$ cat src/rtl/arb_requester.sv
// Initiator-side client for a two-port req/gnt arbiter.
// Requests the bus, streams a burst of beats from a local source, then releases.
module arb_requester #(
    parameter int DATA_W  = 8,
    parameter int LEN_W   = 4,
    parameter int TIMEOUT = 16
) (
    input  logic              clock,
    input  logic              reset,
    input  logic              start,
    input  logic [LEN_W-1:0]  len,
    output logic              busy,
    output logic              done,
    output logic              timeout,
    output logic              abort,
    output logic              req,
    input  logic              gnt,
    input  logic [DATA_W-1:0] src_data,
    output logic              src_pop,
    output logic [DATA_W-1:0] bus_data,
    output logic              bus_valid
);

    localparam int WAIT_W = (TIMEOUT > 2) ? $clog2(TIMEOUT) : 1;
    localparam logic [WAIT_W-1:0] WAIT_LAST = WAIT_W'(TIMEOUT - 1);

    typedef enum logic [1:0] {
        IDLE,
        REQ,
        XFER,
        REL
    } state_t;

    state_t             state;
    state_t             state_nxt;
    logic [LEN_W-1:0]   beat_cnt;
    logic [LEN_W-1:0]   beat_nxt;
    logic [WAIT_W-1:0]  wait_cnt;
    logic [WAIT_W-1:0]  wait_nxt;
    logic               completed;
    logic               completed_nxt;
    logic               done_nxt;
    logic               timeout_nxt;
    logic               abort_nxt;
    logic               beat;

    // Beats pass straight through while the grant is held in XFER
    assign beat      = (state == XFER) && gnt;
    assign bus_valid = beat;
    assign src_pop   = beat;
    assign bus_data  = beat ? src_data : '0;
    assign busy      = (state != IDLE);

    always_comb begin
        state_nxt     = state;
        beat_nxt      = beat_cnt;
        wait_nxt      = wait_cnt;
        completed_nxt = completed;
        done_nxt      = 1'b0;
        timeout_nxt   = 1'b0;
        abort_nxt     = 1'b0;
        unique case (state)
            IDLE: begin
                if (start) begin
                    if (len != '0) begin
                        state_nxt     = REQ;
                        beat_nxt      = len;
                        wait_nxt      = '0;
                        completed_nxt = 1'b0;
                    end else begin
                        done_nxt = 1'b1;
                    end
                end
            end
            REQ: begin
                if (gnt) begin
                    state_nxt = XFER;
                end else if (wait_cnt == WAIT_LAST) begin
                    state_nxt   = REL;
                    timeout_nxt = 1'b1;
                end else begin
                    wait_nxt = wait_cnt + 1'b1;
                end
            end
            XFER: begin
                if (gnt) begin
                    beat_nxt = beat_cnt - 1'b1;
                    if (beat_cnt == LEN_W'(1)) begin
                        state_nxt     = REL;
                        completed_nxt = 1'b1;
                    end
                end else begin
                    state_nxt = REL;
                    abort_nxt = 1'b1;
                end
            end
            REL: begin
                // Holding req low until the arbiter drops gnt forces a gap
                if (!gnt) begin
                    state_nxt     = IDLE;
                    done_nxt      = completed;
                    completed_nxt = 1'b0;
                end
            end
            default: state_nxt = IDLE;
        endcase
    end

    always_ff @(posedge clock) begin
        if (reset) begin
            state     <= IDLE;
            beat_cnt  <= '0;
            wait_cnt  <= '0;
            completed <= 1'b0;
            req       <= 1'b0;
            done      <= 1'b0;
            timeout   <= 1'b0;
            abort     <= 1'b0;
        end else begin
            state     <= state_nxt;
            beat_cnt  <= beat_nxt;
            wait_cnt  <= wait_nxt;
            completed <= completed_nxt;
            req       <= (state_nxt == REQ) || (state_nxt == XFER);
            done      <= done_nxt;
            timeout   <= timeout_nxt;
            abort     <= abort_nxt;
        end
    end

endmodule

$ cat config.mk
export PLATFORM = sky130hd
export DESIGN_NAME = arb_requester
export DESIGN_NICKNAME = d
export VERILOG_FILES = /design/src/rtl/arb_requester.sv
export SDC_FILE = /design/constraint.sdc
export NUM_CORES = 1
export LEC_CHECK = 0
export ABC_AREA = 1
export CAP_MARGIN = 40
export CORE_ASPECT_RATIO = 1.75
export CORE_MARGIN = 10
export CORE_UTILIZATION = 40
export CTS_BUF_LIST = sky130_fd_sc_hd__clkbuf_4
export CTS_CLUSTER_SIZE = 8
export DETAILED_ROUTE_END_ITERATION = 10
export PLACE_DENSITY = 0.78
export SLEW_MARGIN = 30
export SYNTH_ARGS = -nofsm -noshare
export SYNTH_HDL_FRONTEND = slang
export SYNTH_SLANG_ARGS = --single-unit
$ cat constraint.sdc
create_clock -name clock -period 2 [get_ports clock]
set_input_delay 0.2 -clock clock [delete_from_list [all_inputs] [get_ports clock]]
set_output_delay 0.2 -clock clock [all_outputs]
set_load 0.05 [all_outputs]
# Yosys cells after proc, flatten, opt, wreduce, memory -nomap -nowiden
# Cells that the tools add are included.
# Widths: inputs -> output; s select.
[op_classes]
addsub = 2
eq_ne = 14
reduce_logical = 13
bitwise_logic = 2
mux = 30
[ops]
columns = ["operator", "n"]
rows = [
  ["$mux 4", 7],
  ["$pmux 4 s2", 2],
  ["$mux 2", 7],
  ["$ne 2x2->1 const B", 6],
  ["$mux 1", 10],
  ["$mux 8", 1],
  ["$pmux 2 s4", 1],
  ["$eq 2x2->1 const B", 3],
  ["$reduce_and 6->1", 1],
  ["$reduce_bool 2->1", 3],
  ["$reduce_and 5->1", 1],
  ["$add 4x1->4 const B", 1],
  ["$eq 2x1->1 const B", 2],
  ["$eq 4x1->1 const B", 1],
  ["$eq 4x4->1 const B", 1],
  ["$reduce_and 4->1", 1],
  ["$reduce_bool 4->1", 1],
  ["$sub 4x1->4 const B", 1],
  ["$pmux 1 s3", 1],
  ["$reduce_bool 3->1", 1],
  ["$reduce_or 3->1", 1],
  ["$logic_not 2->1", 1],
  ["$ne 2x1->1 const B", 1],
  ["$not 1->1", 2],
  ["other kinds (4)", 4],
]
[word_totals]
elab_cells = 69
out_inout_bits = 15
regBits = 15

# Logic depth before layout (Yosys ltp)
[logic_depth]
depth_word = 6
depth_mapped = 11
ltp_nobuf = 10

# Least setup slack after synthesis
# OpenSTA, ideal clock, no wires.
[synth_timing]
path_kind = "flip-flop to output port"
startpoint = "register state[0]"
endpoint = "output bus_data[0]"
path_buffers = 1
t_required_ns = 1.800
arrival_time_ns = 1.574
slack_ns = 0.226
path_stages_with_launch = 6
cell_sequence = "dfxtp_1 -> inv_1 -> ha_1 -> buf_6 -> nand2_1 -> nor2_1"
[synth_via]
elab_chain_len = 3
[synth_rtl]
columns = ["element", "line_no", "source"]
rows = [
  ["start: declaration", "34", "state_t state;"],
  ["start signal: assignment", "120", "state <= state_nxt;"],
  ["$eq 2x2->1", "48", "assign beat = (state == XFER) && gnt;"],
  ["$logic_and 1x1->1", "48", ""],
  ["$mux 8", "51", "assign bus_data = beat ? src_data : '0;"],
  ["end: declaration", "20", "output logic [DATA_W-1:0] bus_data,"],
]
# No other way between the ends.

# Worst setup path in the final report
# Ends and elaborated chain as after synthesis.

==> impl_results.md <==
* ANT nets after route at 0
* Max-cap violations at 0
* Core Area at 2462 sq um
* Post-Syn Area at 1011 sq um
* Primary FF master, synth: dfxtp_1
* Most common cell in the netlist: nand2_1
* Worst Hold Class: reg -> reg
* Port Buffers at 30
* Sequential fraction of design power at 0.259
* Worst-skew pair later-pin latency at 0.30 ns
* Routability congestion estimate from global placement at 0.9251
* Pwr/cell area at 1234 nW/um^2
* Sw frac at 0.5136
* Post-DP HPWL at 2445 um
* Fin nets at 219
* Tmin final at 1.890 ns
* Syn nets at 186
* Largest net degree at the start of global routing at 12
* CP required at 1.80 ns
* Synth Area in Compound Gates at 0.09653
* Adder-cell area share of the yosys netlist at 0.09901
* Area share of the largest cell type after synthesis at 0.2970
* TritonCTS clock tree: yes
* Final-report max-slew violation count at 0
* N_diodes at 0
* Setup crit end kind: output port
* Top post-synthesis cells by area: dfxtp_1 (30%), nand2_1 (16%), nor2_1 (10%)
* Fraction of registers with async set/reset at 0
* Final setup viols at 0
* Clock sink total at 15
* Netlist cell types at 22
* Cell Area, Placed at 1426 sq um
* Area delta synth->final at 44.31%
* Mapped Avg Cell Area at 6.241 sq um
* TritonCTS buffer count at 3
* Initial core utilization at 0.4106
* Die W at 58.01 um
* Slew HR at 0.6637
* P_leak at 0.0007008 uW
* Ports at 31
* FP Rows at 24
* Int Power at 875.3 uW
* Worst vdd ir at 792.8 uV
* Critical path class: reg -> out
* Dpl cells at 216
* Routed wire per std cell at 13.61 um
* Layout cells sized above 1 at 0.1340
* Syn Inst Count at 162
* Psw at 924.5 uW
* Htree depth at 1
* Seq cells post-synth at 15
* Post-route setup TNS at 0 ns
* Die Y at 86.51 um
* TritonRoute pass-1 iters at 4
* First-pass GRT wire length at 5050 um
* Final Hold Viols at 0
* Critical path capture point: bus_data[0]
* Cell taking the most area after synthesis: dfxtp_1
* Clock Skews at 0.005990 ns
* Clock transition at path regs at 0.09 ns
* Hold_buf cts at 0
* F_max at 0.5290 GHz
* GR Overflow Total at 0
* Vias per inst at 4.982
* Worst reg2reg startpoint: state[1]$_SDFF_PP0_
* Total track usage at 0.1248
* Crit-path max FO at 10
* Vias in the first global route at 1,155
* Final Non-Filler Cells at 220
* Vias at 1,096
* Worst R2R Path Depth at 10
* Combinational share of power at 0.641
* Main combinational cell family by area after synthesis: simple AND/OR/NAND/NOR gates
* Clock root cell: clkbuf_4
* Finished Cell Area at 1459 sq um
* CP arrival at 1.69 ns
* Sequential fraction of the synthesis area at 0.2970
* WL final at 2994 um
* Post-Synth Simple-Gate Area at 0.3713
* Xor/xnor share of the synthesized area at 0.01733
* RSZ-0062 raised after global routing: no
* Mux cell area share after synthesis at 0
* Die area at 5018 sq um
* Period Utilization, post-route at 0.9452
* Hold path startpoint: completed$_SDFFE_PP0P_
* FILL cells at 238
* Design Power at 1800 uW
* Worst slew pin tran at 0.5029 ns
* Drt drc at 0
* Startpoint types: flip-flop
* EDFF count, synth at 0
* Post-layout util at 0.5925
* Clock buffer depth at 2
* Run status: finished, final reports clean
* Clk pwr share at 0.100
* Yosys warns at 0
* Drt initial violations at 52
* Register-to-register path setup slack at 0.23 ns
* Crit path from: state[0]$_SDFF_PP0_
* Reg2reg end: req$_SDFF_PP0_
* Antenna violations before repair at 0
* Most common library cells after synthesis: nand2_1 (44), nor2_1 (28), inv_1 (23), dfxtp_1 (15), nand3_1 (11)
==> metal layers <==
metal  track usage  vias up  share of wire
met2        0.2569       29           0.59
li1              -      563              -
met1        0.1039      495           0.34
met3       0.02343        9          0.039
met4       0.06223        0          0.026
met5             0        -              0
==> cells in the final DEF (no fill, tap or decap) <==
| cell | netlist | routed |
|---|---|---|
| a21oi_1 | 10 | 10 |
| buf_12 | 0 | 10 |
| buf_4 | 1 | 2 |
| clkbuf_4 | 0 | 3 |
| clkdlybuf4s50_1 | 0 | 19 |
| clkinv_2 | 0 | 1 |
| dfxtp_1 | 15 | 15 |
| ha_1 | 8 | 7 |
| ha_2 | 0 | 1 |
| inv_1 | 23 | 23 |
| inv_2 | 3 | 3 |
| nand2_1 | 44 | 43 |
| nand2_2 | 2 | 3 |
| nand3_1 | 11 | 11 |
| nand4_1 | 1 | 1 |
| nand4_2 | 1 | 1 |
| nor2_1 | 28 | 28 |
| nor2_2 | 1 | 1 |
| nor3_1 | 1 | 1 |
| nor3b_1 | 1 | 1 |
| o211ai_2 | 1 | 1 |
| o21ai_0 | 6 | 6 |
| o21ai_1 | 1 | 1 |
| xnor2_1 | 1 | 1 |
| xor2_1 | 1 | 1 |
==> registers in the layout, summed over array words and instances (netlist names) <==
register   cells
beat_cnt       4
wait_cnt       4
state          2
abort          1
completed      1
done           1
req            1
timeout        1
==> timing repair <==
| item | CTS | global route |
|---|---|---|
| endpoints found under the setup margin | 10 | 10 |
| resized for setup | 1 | 1 |
| buffers inserted | 0 | 0 |
==> worst max-delay path, cell delays in order, from the launching register on <==
cell and delay [ns]:
dfxtp_1 0.35, inv_1 0.17, ha_2 0.33, nand2_2 0.16
nor2_1 0.22, buf_12 0.17
==> how the worst min path moves through the flow <==
stage	end	depth (start not counted)	slack [ns]
floorplan	timeout$_SDFF_PP0_	1	0.28
global placement	completed$_SDFFE_PP0P_	2	0.44
detailed placement	completed$_SDFFE_PP0P_	2	0.46
CTS	completed$_SDFFE_PP0P_	2	0.47
global route	completed$_SDFFE_PP0P_	2	0.49
finish	completed$_SDFFE_PP0P_	2	0.47
==> through the flow <==
| stage | setup WS, ns | hold WS, ns |
|---|---|---|
| 2_1_floorplan | 0.2258 | 0.2789 |
| 3_3_place_gp | 0.3333 | 0.4368 |
| 3_5_place_dp | 0.2338 | 0.4561 |
| 4_1_cts | 0.03248 | 0.4679 |
| 5_1_grt | 0.0009335 | 0.4864 |
| 6_report | 0.1096 | 0.4655 |
==> cells by family (layout without fill, tap and decap cells) <==
| group | count (synthesis) | count (layout) |
|---|---|---|
| buffers and inverters | 29 | 61 |
| AOI/OAI and AO/OA | 18 | 18 |
| DFF | 15 | 15 |
| adders and majority gates | 8 | 8 |
| and+or+nand+nor | 90 | 90 |
| xor gates and xnor gates | 2 | 2 |
==> power by group through the flow <==
| stage | Clock [uW] | Combinational (uW) | Sequential (uW) |
|---|---|---|---|
| 3_5_place_dp | 0 | 1130 | 473 |
| 2_1_floorplan | 0 | 767 | 491 |
| 6_report | 180 | 1150 | 467 |
| 5_1_grt | 198 | 1270 | 483 |
| 3_3_place_gp | 0 | 1090 | 468 |
| 4_1_cts | 182 | 1150 | 466 |
==> area by class of cell <==
cell class                 instances  area (sq um)  share of cell area
clock buffer                       3         22.52             0.01544
clock inverter                     1         5.005            0.003431
inverter                          26         97.59             0.06690
multi-input combinational        118         595.6              0.4082
sequential                        15         300.3              0.2058
tap                               26         32.53             0.02230
timing repair buffer              31         405.4              0.2779
(Power assumes the default switching activity.)
